## src/rtl/multicycle_control_fsm.sv

```systemverilog
// ----------------------------------------------------------------------------
// multicycle_control_fsm
//
// Moore-style control sequencer for a multi-cycle RV32I datapath that shares
// one memory port between instruction fetch and data access. Each instruction
// moves through fetch, decode, execute, memory and writeback. Supported
// opcodes are R-type, I-immediate, load, store and branch. Any other opcode is
// reported as illegal and skipped.
//
// Ports:
//   clk            rising-edge clock
//   reset          synchronous, active-high reset; forces every output to 0
//   opcode[6:0]    instruction register opcode field
//   mem_ready      memory port accepted/completed the current request
//   stall          freezes the non-memory states
//   mem_req        memory request
//   mem_we         1 = write, 0 = read (valid while mem_req is high)
//   ir_write       load the instruction register
//   pc_write       unconditional PC update (PC + 4)
//   pc_write_cond  PC update if the branch condition holds
//   reg_write      register file write enable
//   mem_to_reg     writeback source: 1 = memory data, 0 = ALU result
//   alu_src_a[1:0] ALU A select: 00 = PC, 01 = rs1
//   alu_src_b[1:0] ALU B select: 00 = rs2, 01 = 4, 10 = immediate
//   alu_op[1:0]    00 add, 01 branch compare, 10 R-type decode, 11 I-type decode
//   imm_sel[2:0]   immediate format: 000 = I, 001 = S, 010 = B
//   instr_retired  one-cycle pulse when an instruction completes
//   illegal_instr  one-cycle pulse for an unsupported opcode
//   bus_error      memory timeout occurred (held until reset)
//   state[3:0]     current state encoding, for debug
// ----------------------------------------------------------------------------
module multicycle_control_fsm #(
  parameter int MEM_TIMEOUT = 255
) (
  input  logic       clk,
  input  logic       reset,
  input  logic [6:0] opcode,
  input  logic       mem_ready,
  input  logic       stall,
  output logic       mem_req,
  output logic       mem_we,
  output logic       ir_write,
  output logic       pc_write,
  output logic       pc_write_cond,
  output logic       reg_write,
  output logic       mem_to_reg,
  output logic [1:0] alu_src_a,
  output logic [1:0] alu_src_b,
  output logic [1:0] alu_op,
  output logic [2:0] imm_sel,
  output logic       instr_retired,
  output logic       illegal_instr,
  output logic       bus_error,
  output logic [3:0] state
);

  typedef enum logic [3:0] {
    S_FETCH    = 4'd0,
    S_DECODE   = 4'd1,
    S_MEM_ADDR = 4'd2,
    S_MEM_RD   = 4'd3,
    S_MEM_WB   = 4'd4,
    S_MEM_WR   = 4'd5,
    S_EXEC_R   = 4'd6,
    S_EXEC_I   = 4'd7,
    S_ALU_WB   = 4'd8,
    S_BRANCH   = 4'd9,
    S_ILLEGAL  = 4'd10,
    S_ERROR    = 4'd11
  } state_t;

  localparam logic [6:0] OP_R      = 7'b0110011;
  localparam logic [6:0] OP_I      = 7'b0010011;
  localparam logic [6:0] OP_LOAD   = 7'b0000011;
  localparam logic [6:0] OP_STORE  = 7'b0100011;
  localparam logic [6:0] OP_BRANCH = 7'b1100011;

  // A zero timeout disables the check; keep the counter at least one bit wide.
  localparam int CW = (MEM_TIMEOUT > 0) ? $clog2(MEM_TIMEOUT + 1) : 1;
  localparam logic [CW-1:0] TMO_MAX = CW'(MEM_TIMEOUT);

  state_t          state_q;
  state_t          state_d;
  logic [CW-1:0]   tmo_cnt;
  logic            in_mem;
  logic            timed_out;

  assign in_mem    = (state_q == S_FETCH) || (state_q == S_MEM_RD) ||
                     (state_q == S_MEM_WR);
  // A same-cycle mem_ready always wins over the timeout.
  assign timed_out = in_mem && !mem_ready && (MEM_TIMEOUT != 0) &&
                     (tmo_cnt == TMO_MAX);

  // NOTE: sequential state uses non-blocking assignments so every register
  // samples pre-edge values, independent of statement order.
  always_ff @(posedge clk) begin
    if (reset) begin
      state_q <= S_FETCH;
      tmo_cnt <= '0;
    end else begin
      state_q <= state_d;
      // Any state change clears the count, which covers entry into a memory
      // state; it then only counts consecutive unanswered request cycles.
      if (!in_mem || mem_ready || (state_d != state_q)) begin
        tmo_cnt <= '0;
      end else begin
        tmo_cnt <= tmo_cnt + CW'(1);
      end
    end
  end

  // NOTE: every signal driven here gets a default first, so no path through
  // the case statement can leave one unassigned and infer a latch.
  always_comb begin
    state_d       = state_q;
    mem_req       = 1'b0;
    mem_we        = 1'b0;
    ir_write      = 1'b0;
    pc_write      = 1'b0;
    pc_write_cond = 1'b0;
    reg_write     = 1'b0;
    mem_to_reg    = 1'b0;
    alu_src_a     = 2'b00;
    alu_src_b     = 2'b00;
    alu_op        = 2'b00;
    imm_sel       = 3'b000;
    instr_retired = 1'b0;
    illegal_instr = 1'b0;
    bus_error     = 1'b0;
    state         = 4'd0;

    // Outputs are gated by reset directly so nothing fires in a reset cycle,
    // even before the state register has returned to FETCH.
    if (reset) begin
      state_d = S_FETCH;
    end else begin
      state = state_q;
      unique case (state_q)
        S_FETCH: begin
          mem_req   = 1'b1;
          alu_src_b = 2'b01;
          if (mem_ready) begin
            ir_write = 1'b1;
            pc_write = 1'b1;
            state_d  = S_DECODE;
          end else if (timed_out) begin
            state_d = S_ERROR;
          end
        end
        S_DECODE: begin
          // Branch target PC + B-immediate is precomputed here.
          alu_src_b = 2'b10;
          imm_sel   = 3'b010;
          if (!stall) begin
            case (opcode)
              OP_R:               state_d = S_EXEC_R;
              OP_I:               state_d = S_EXEC_I;
              OP_LOAD, OP_STORE:  state_d = S_MEM_ADDR;
              OP_BRANCH:          state_d = S_BRANCH;
              default:            state_d = S_ILLEGAL;
            endcase
          end
        end
        S_MEM_ADDR: begin
          alu_src_a = 2'b01;
          alu_src_b = 2'b10;
          imm_sel   = (opcode == OP_STORE) ? 3'b001 : 3'b000;
          if (!stall) begin
            state_d = (opcode == OP_STORE) ? S_MEM_WR : S_MEM_RD;
          end
        end
        S_MEM_RD: begin
          mem_req = 1'b1;
          if (mem_ready)      state_d = S_MEM_WB;
          else if (timed_out) state_d = S_ERROR;
        end
        S_MEM_WB: begin
          mem_to_reg = 1'b1;
          if (!stall) begin
            reg_write     = 1'b1;
            instr_retired = 1'b1;
            state_d       = S_FETCH;
          end
        end
        S_MEM_WR: begin
          mem_req = 1'b1;
          mem_we  = 1'b1;
          if (mem_ready) begin
            instr_retired = 1'b1;
            state_d       = S_FETCH;
          end else if (timed_out) begin
            state_d = S_ERROR;
          end
        end
        S_EXEC_R: begin
          alu_src_a = 2'b01;
          alu_op    = 2'b10;
          if (!stall) state_d = S_ALU_WB;
        end
        S_EXEC_I: begin
          alu_src_a = 2'b01;
          alu_src_b = 2'b10;
          alu_op    = 2'b11;
          if (!stall) state_d = S_ALU_WB;
        end
        S_ALU_WB: begin
          if (!stall) begin
            reg_write     = 1'b1;
            instr_retired = 1'b1;
            state_d       = S_FETCH;
          end
        end
        S_BRANCH: begin
          alu_src_a = 2'b01;
          alu_op    = 2'b01;
          if (!stall) begin
            pc_write_cond = 1'b1;
            instr_retired = 1'b1;
            state_d       = S_FETCH;
          end
        end
        S_ILLEGAL: begin
          // PC already advanced in FETCH, so returning there skips the word.
          if (!stall) begin
            illegal_instr = 1'b1;
            state_d       = S_FETCH;
          end
        end
        S_ERROR: begin
          bus_error = 1'b1;
        end
        default: begin
          state_d = S_FETCH;
        end
      endcase
    end
  end

endmodule

```

## config.mk

```make
export PLATFORM = sky130hd
export DESIGN_NAME = multicycle_control_fsm
export DESIGN_NICKNAME = d
export VERILOG_FILES = /design/src/rtl/multicycle_control_fsm.sv
export SDC_FILE = /design/constraint.sdc
export NUM_CORES = 1
export LEC_CHECK = 0
export BUFFER_PORTS_ARGS = -buffer_cell sky130_fd_sc_hd__clkbuf_2
export CAP_MARGIN = 20
export CORE_UTILIZATION = 40
export CTS_CLUSTER_DIAMETER = 80
export DETAILED_ROUTE_END_ITERATION = 8
export PLACE_DENSITY = 0.74
export SETUP_SLACK_MARGIN = 0.05
export SLEW_MARGIN = 15
export SYNTH_ARGS = -nofsm -noshare
export SYNTH_HDL_FRONTEND = slang
export SYNTH_SLANG_ARGS = --single-unit
```

## constraint.sdc

```tcl
create_clock -name clk -period 1.4 [get_ports clk]
set_clock_uncertainty 0.1 [all_clocks]
set_input_delay 0.07 -clock clk [delete_from_list [all_inputs] [get_ports clk]]
set_output_delay 0.07 -clock clk [all_outputs]
set_load 0.005 [all_outputs]
```

* Yosys cells after proc, flatten, opt, wreduce, memory -nomap -nowiden
Cells that the tools add are included.
Widths: inputs -> output; s select.
** Storage, ports and cells
- Bits in registers :: 12
- Output and inout port bits :: 23
- Logic and storage cells :: 81
** Operators by class
- Add/subtract/negate cells :: 1
- Equal/unequal tests :: 18
- Muxes and demuxes :: 42
- Reductions and logical operators :: 18
** Operators with widths (number)
- $mux 4 :: 10
- $pmux 4 s8 :: 1
- $mux 1 :: 22
- $eq 4x3->1 const B :: 4
- $eq 4x4->1 const B :: 4
- $pmux 4 s4 :: 1
- $eq 7x6->1 const B :: 2
- $reduce_or 3->1 :: 3
- $add 8x1->8 const B :: 1
- $eq 4x2->1 const B :: 2
- $eq 8x8->1 const B :: 1
- $pmux 2 s2 :: 2
- $reduce_or 2->1 :: 4
- $reduce_or 4->1 :: 2
- $eq 7x2->1 const B :: 1
- $eq 7x5->1 const B :: 1
- $eq 7x7->1 const B :: 1
- $mux 2 :: 3
- $pmux 2 s3 :: 1
- $eq 4x1->1 const B :: 1
- $logic_not 4->1 :: 1
- $logic_or 1x1->1 :: 4
- $ne 4x4->1 :: 1
- $mux 3 :: 1
- 3 further kinds :: 5

* Depth between registers and ports, before layout
- Depth after elaboration :: 12
- Gate-level depth with buffers :: 6
- Mapped depth without buffers :: 5

* Worst setup path after synthesis
OpenSTA, ideal clock, no wires.
- Path type :: reg-to-reg
- Start point :: reg tmo_cnt[0]
- End point :: reg state_q[0]
- Setup time :: 0.059 ns
- Arrival :: 1.319 ns
- Setup slack :: -0.079 ns
- Cell stages (with the launch flop) :: 6
- Clock period less this slack :: 1.479 ns
- Cell sequence :: dfxtp_1 -> ha_1 -> and3_2 -> nand3_2 -> a2111oi_2 -> o31a_1
** On the way
- Word-level cells in the longest chain between the ends :: 6
- Elaborated cells on any way between the ends :: 8
- Classes of those cells :: eq/ne: 1; mux: 6; reduce/logical: 1
** Ends and longest elaborated chain
- from (decl) :: line 84 : logic [CW-1:0] tmo_cnt;
- from (signal assigned) :: line 107 : tmo_cnt <= tmo_cnt + CW'(1);
- $eq 8x8->1 * :: line 92 : (tmo_cnt == TMO_MAX);
- $logic_and 1x1->1 * :: line 91 : assign timed_out = in_mem && !mem_ready && (MEM_TIMEOUT != 0) &&
- $mux 4 * :: line 146, 175, 191
- $mux 4 (on tied branches) :: line 188, 142, 174
- $pmux 4 s8 * :: line 138 : unique case (state_q)
- $mux 4 * :: line 134 : if (reset) begin
- to (signal assigned) :: line 101 : state_q <= state_d;
- to (decl) :: line 82 : state_t state_q;
Every way passes the cells marked *; elsewhere a longest branch is shown, timed or not.
A chain may end at the register's enable or synchronous reset.

* Worst setup path after layout
- Start point :: reg state_q[1]
- End point :: out alu_op[0]
** On the way
- Word-level cells in the longest chain between the ends :: 3
- Elaborated cells on any way between the ends :: 5
- Classes of those cells :: eq/ne: 3; mux: 2
** Ends and longest elaborated chain
- $eq 4x4->1 / $eq 4x3->1 (equally long branches) :: line 138
- $pmux 2 s3 * :: line 138
- $mux 2 * :: line 134
- to (decl) :: line 49 : output logic [1:0] alu_op,
Marked as above.

==> results by group <==
Die
  • Core area: 0.002477 sq mm
  • Die Height: 53.08 um
  • Die area: 0.002817 sq mm
  • Initial Util: 42.12%
  • FP Rows: 18
  • Die W: 53.08 um
  • IO Count: 34

STA
  • Final worst slack: -0.3284 ns
  • Final hold slack: 0.1284 ns
  • Final period utilization: 123.5%
  • Fin Setup TNS: -4.611 ns
  • Pins Over Slew Limit: 0
  • Final Setup Violations: 21
  • Max Freq: 578.6 MHz
  • Fin crit period: 1.728 ns
  • Unrepaired setup endpoints after global routing: true
  • Final hold violations: 0

Synth
  • Ys async rst share: 0%
  • Post-synthesis compound-gate area fraction: 21.46%
  • Most common flop cell mapped by yosys: dfxtp_1
  • Area leader, netlist: dfxtp_1
  • Post-synthesis adder-cell area fraction: 1.199%
  • Synth Area in Simple Gates: 37.65%
  • Main combinational cell family by area after synthesis: simple AND/OR/NAND/NOR gates
  • Fraction of synthesized area in multiplexers: 0%
  • Mapped cell area: 0.001044 sq mm
  • Most area-consuming cells after synthesis: dfxtp_1 23%, nor2_1 6.5%, nor3_1 4.3%, buf_4 3.6%, nor2b_1 3.6%
  • Avg Inst Size Synth: 7.454 sq um
  • Post-synth top area share: between 20% and 30%
  • Post-synth cell types: 46
  • Synth Area in XOR/XNOR: 6.715%
  • Post-Syn Instances: 140
  • Ys Warns: 0
  • Seq/Total Area, Yosys: 23.02%
  • Seq cells post-synth: 12
  • Number of enable flip-flop cells after synthesis: 0

Detailed routing
  • 1st-pass router iterations: 5
  • Routed Antenna Nets: 0
  • WL final: 4139 um
  • DRT iter0 DRCs: 34
  • DR DRC count: 0
  • Vias per cell: about 6.0
  • Wire per inst: 17.76 um
  • Vias: 1400

Clocking
  • TritonCTS Buffers: 3
  • # clock sinks: 12
  • CTS tree: yes
  • Worst-Skew Late Latency: 0.28 ns
  • Maximum clock insertion buffer count: 2
  • Worst-path clk slew: 0.08 ns
  • Root Buffer: clkbuf_4
  • H-tree levels: 1

Placement
  • Cell area after placement: 0.001393 sq mm
  • Port bufs: 31
  • Inst Count DP: 217
  • Hpwl dp: 2355 um
  • Routability cong.: 0.8909

Global routing
  • Initial antenna violation count: 0
  • Remaining global-route overflow: 0
  • GRT Util Overall: 25.43%
  • Pin count of the biggest net entering global routing: 14
  • Vias in the first global route: around 1200
  • First-pass GRT wire length: about 5200 um

Setup path
  • CP required: 1.23 ns
  • Setup Crit Path Kind: flop to output pin
  • Worst Path Arrival: 1.56 ns
  • Worst setup SP type: flop
  • CP Capture Type: output pin
  • Worst Path Max Fanout: 5

Power
  • Sequential share of power: ~28%
  • Clock share of power: 16.1%
  • Switching part of the total: 38.22%
  • Lkg Pwr: 0.7798 nW
  • Int Pwr: between 0.8 and 0.9 mW
  • Peak supply drop: approximately 0.00068 V
  • Pwr per Cell Area: 720.5 mW/mm^2
  • Gate power share: 55.3%
  • Sw Pwr: around 0.5 mW

Cells and area
  • Final instance area: 0.001852 sq mm
  • Share of post-route cells with drive strength above 1: between 60% and 70%
  • Final Net Count: 217
  • Synthesis-to-finish area growth: 77.46%
  • Final instance count without filler cells: 233
  • # diodes: 0
  • Fill cells: approximately 150

Status
  • Status: finished, violations left
  • Failing checks: negative setup slack

Min path
  • Hold crit path type: input port to flop

Job
  • Max-cap violations: 0
==> synth_stat cells, types with 2 or more instances <==
cell type / number
nor3_1: 9
a22oi_1: 2
and2_1: 2
a21oi_1: 7
or3_1: 2
nor2b_1: 6
xor2_1: 4
nand2b_1: 5
inv_1: 4
clkbuf_1: 2
o21ai_0: 4
xnor2_1: 4
nand2_1: 7
and3_1: 3
nand3_1: 6
o31a_1: 4
buf_2: 5
dfxtp_1: 12
nor2_1: 18
nor4_1: 3
a211oi_1: 2
buf_4: 5
==> final timing paths <==
check | slack [ns] | to | start | cells past startpoint
worst max-delay path | -0.33 | alu_op[0] | state_q[1] | 7
worst min-delay path | 0.13 | state_q[2] | reset | 2
worst max register to register | -0.28 | state_q[2] | state_q[1] | 8
worst min register to register | 0.40 | tmo_cnt[0] | tmo_cnt[0] | 2
==> per-stage QoR <==
| stage | power, mW | setup slack (ns) | util [%] |
|---|---|---|---|
| floorplan | 0.6514 | -0.01437 | - |
| global placement | 0.8193 | -0.1214 | 56.21 |
| detailed placement | 0.8383 | -0.1474 | 56.21 |
| CTS | 1.178 | -0.2923 | 67.27 |
| global route | 1.388 | -0.3860 | 74.75 |
| finish | 1.334 | -0.3284 | 74.75 |
==> worst max-delay path: stages, from the launching register on <==
cell and delay (ns):
dfxtp_4 0.37, buf_6 0.13, buf_6 0.12, buf_6 0.12
nor2_1 0.14, a21oi_1 0.10, nor3_2 0.16, buf_2 0.13
==> timing repair <==
item	CTS	global route
gates resized for setup	52	42
setup endpoints to repair	31	31
buffers inserted	8	7
pin swaps	14	14
hold buffers	0	0
==> kinds of logic (layout without fill, tap and decap cells) <==
family          after synthesis  after routing
compound gates               30             30
xor+xnor                      8              8
fa+ha+maj                     1              1
buf+inv                      18             80
flops                        12             12
other cells                   1              2
simple gates                 70             70
==> registers in the layout, indices dropped and copies added (netlist names) <==
signal   flops
state_q      4
tmo_cnt      8
==> layout by cell type, fill, tap and decap left out, types with 3 or more instances in the layout <==
cell type / count
o31a_1: 4
xor2_1: 4
nor3_4: 3
nor2b_4: 3
a21oi_1: 4
nand3_1: 5
nand2_1: 6
xnor2_1: 3
clkbuf_2: 18
nor2_1: 13
nor2_4: 3
nor3_2: 5
clkbuf_4: 3
buf_4: 26
nor2b_1: 3
buf_6: 16
a21oi_2: 4
and3_1: 3
dfxtp_4: 3
buf_2: 13
dfxtp_1: 7
nand2b_4: 3
==> power by group through the flow <==
stage,logic (mW),registers [mW],clock network [mW]
after detailed placement,0.456,0.382,0
final,0.738,0.380,0.215
after global placement,0.438,0.381,0
after CTS,0.586,0.381,0.212
after global routing,0.779,0.381,0.228
after floorplan,0.280,0.371,0
==> cell type report <==
class,instances,area (sq um),area share [%]
Inverter,4,18.77,1.014
Sequential cell,12,254.0,13.72
Clock buffer,3,22.52,1.216
Multi-Input combinational cell,111,988.4,53.38
Timing Repair Buffer,73,530.5,28.65
Tap cell,30,37.54,2.027
==> metal layers <==
layer | track usage, % | vias up | wire (um)
li1 | - | 627 | -
met1 | 27.79 | 679 | 1608
met2 | 47.47 | 84 | 2143
met3 | 6.609 | 10 | 280
met4 | 7.018 | 0 | 106
met5 | 0 | - | 0
Power figures use the tool's default switching activity.
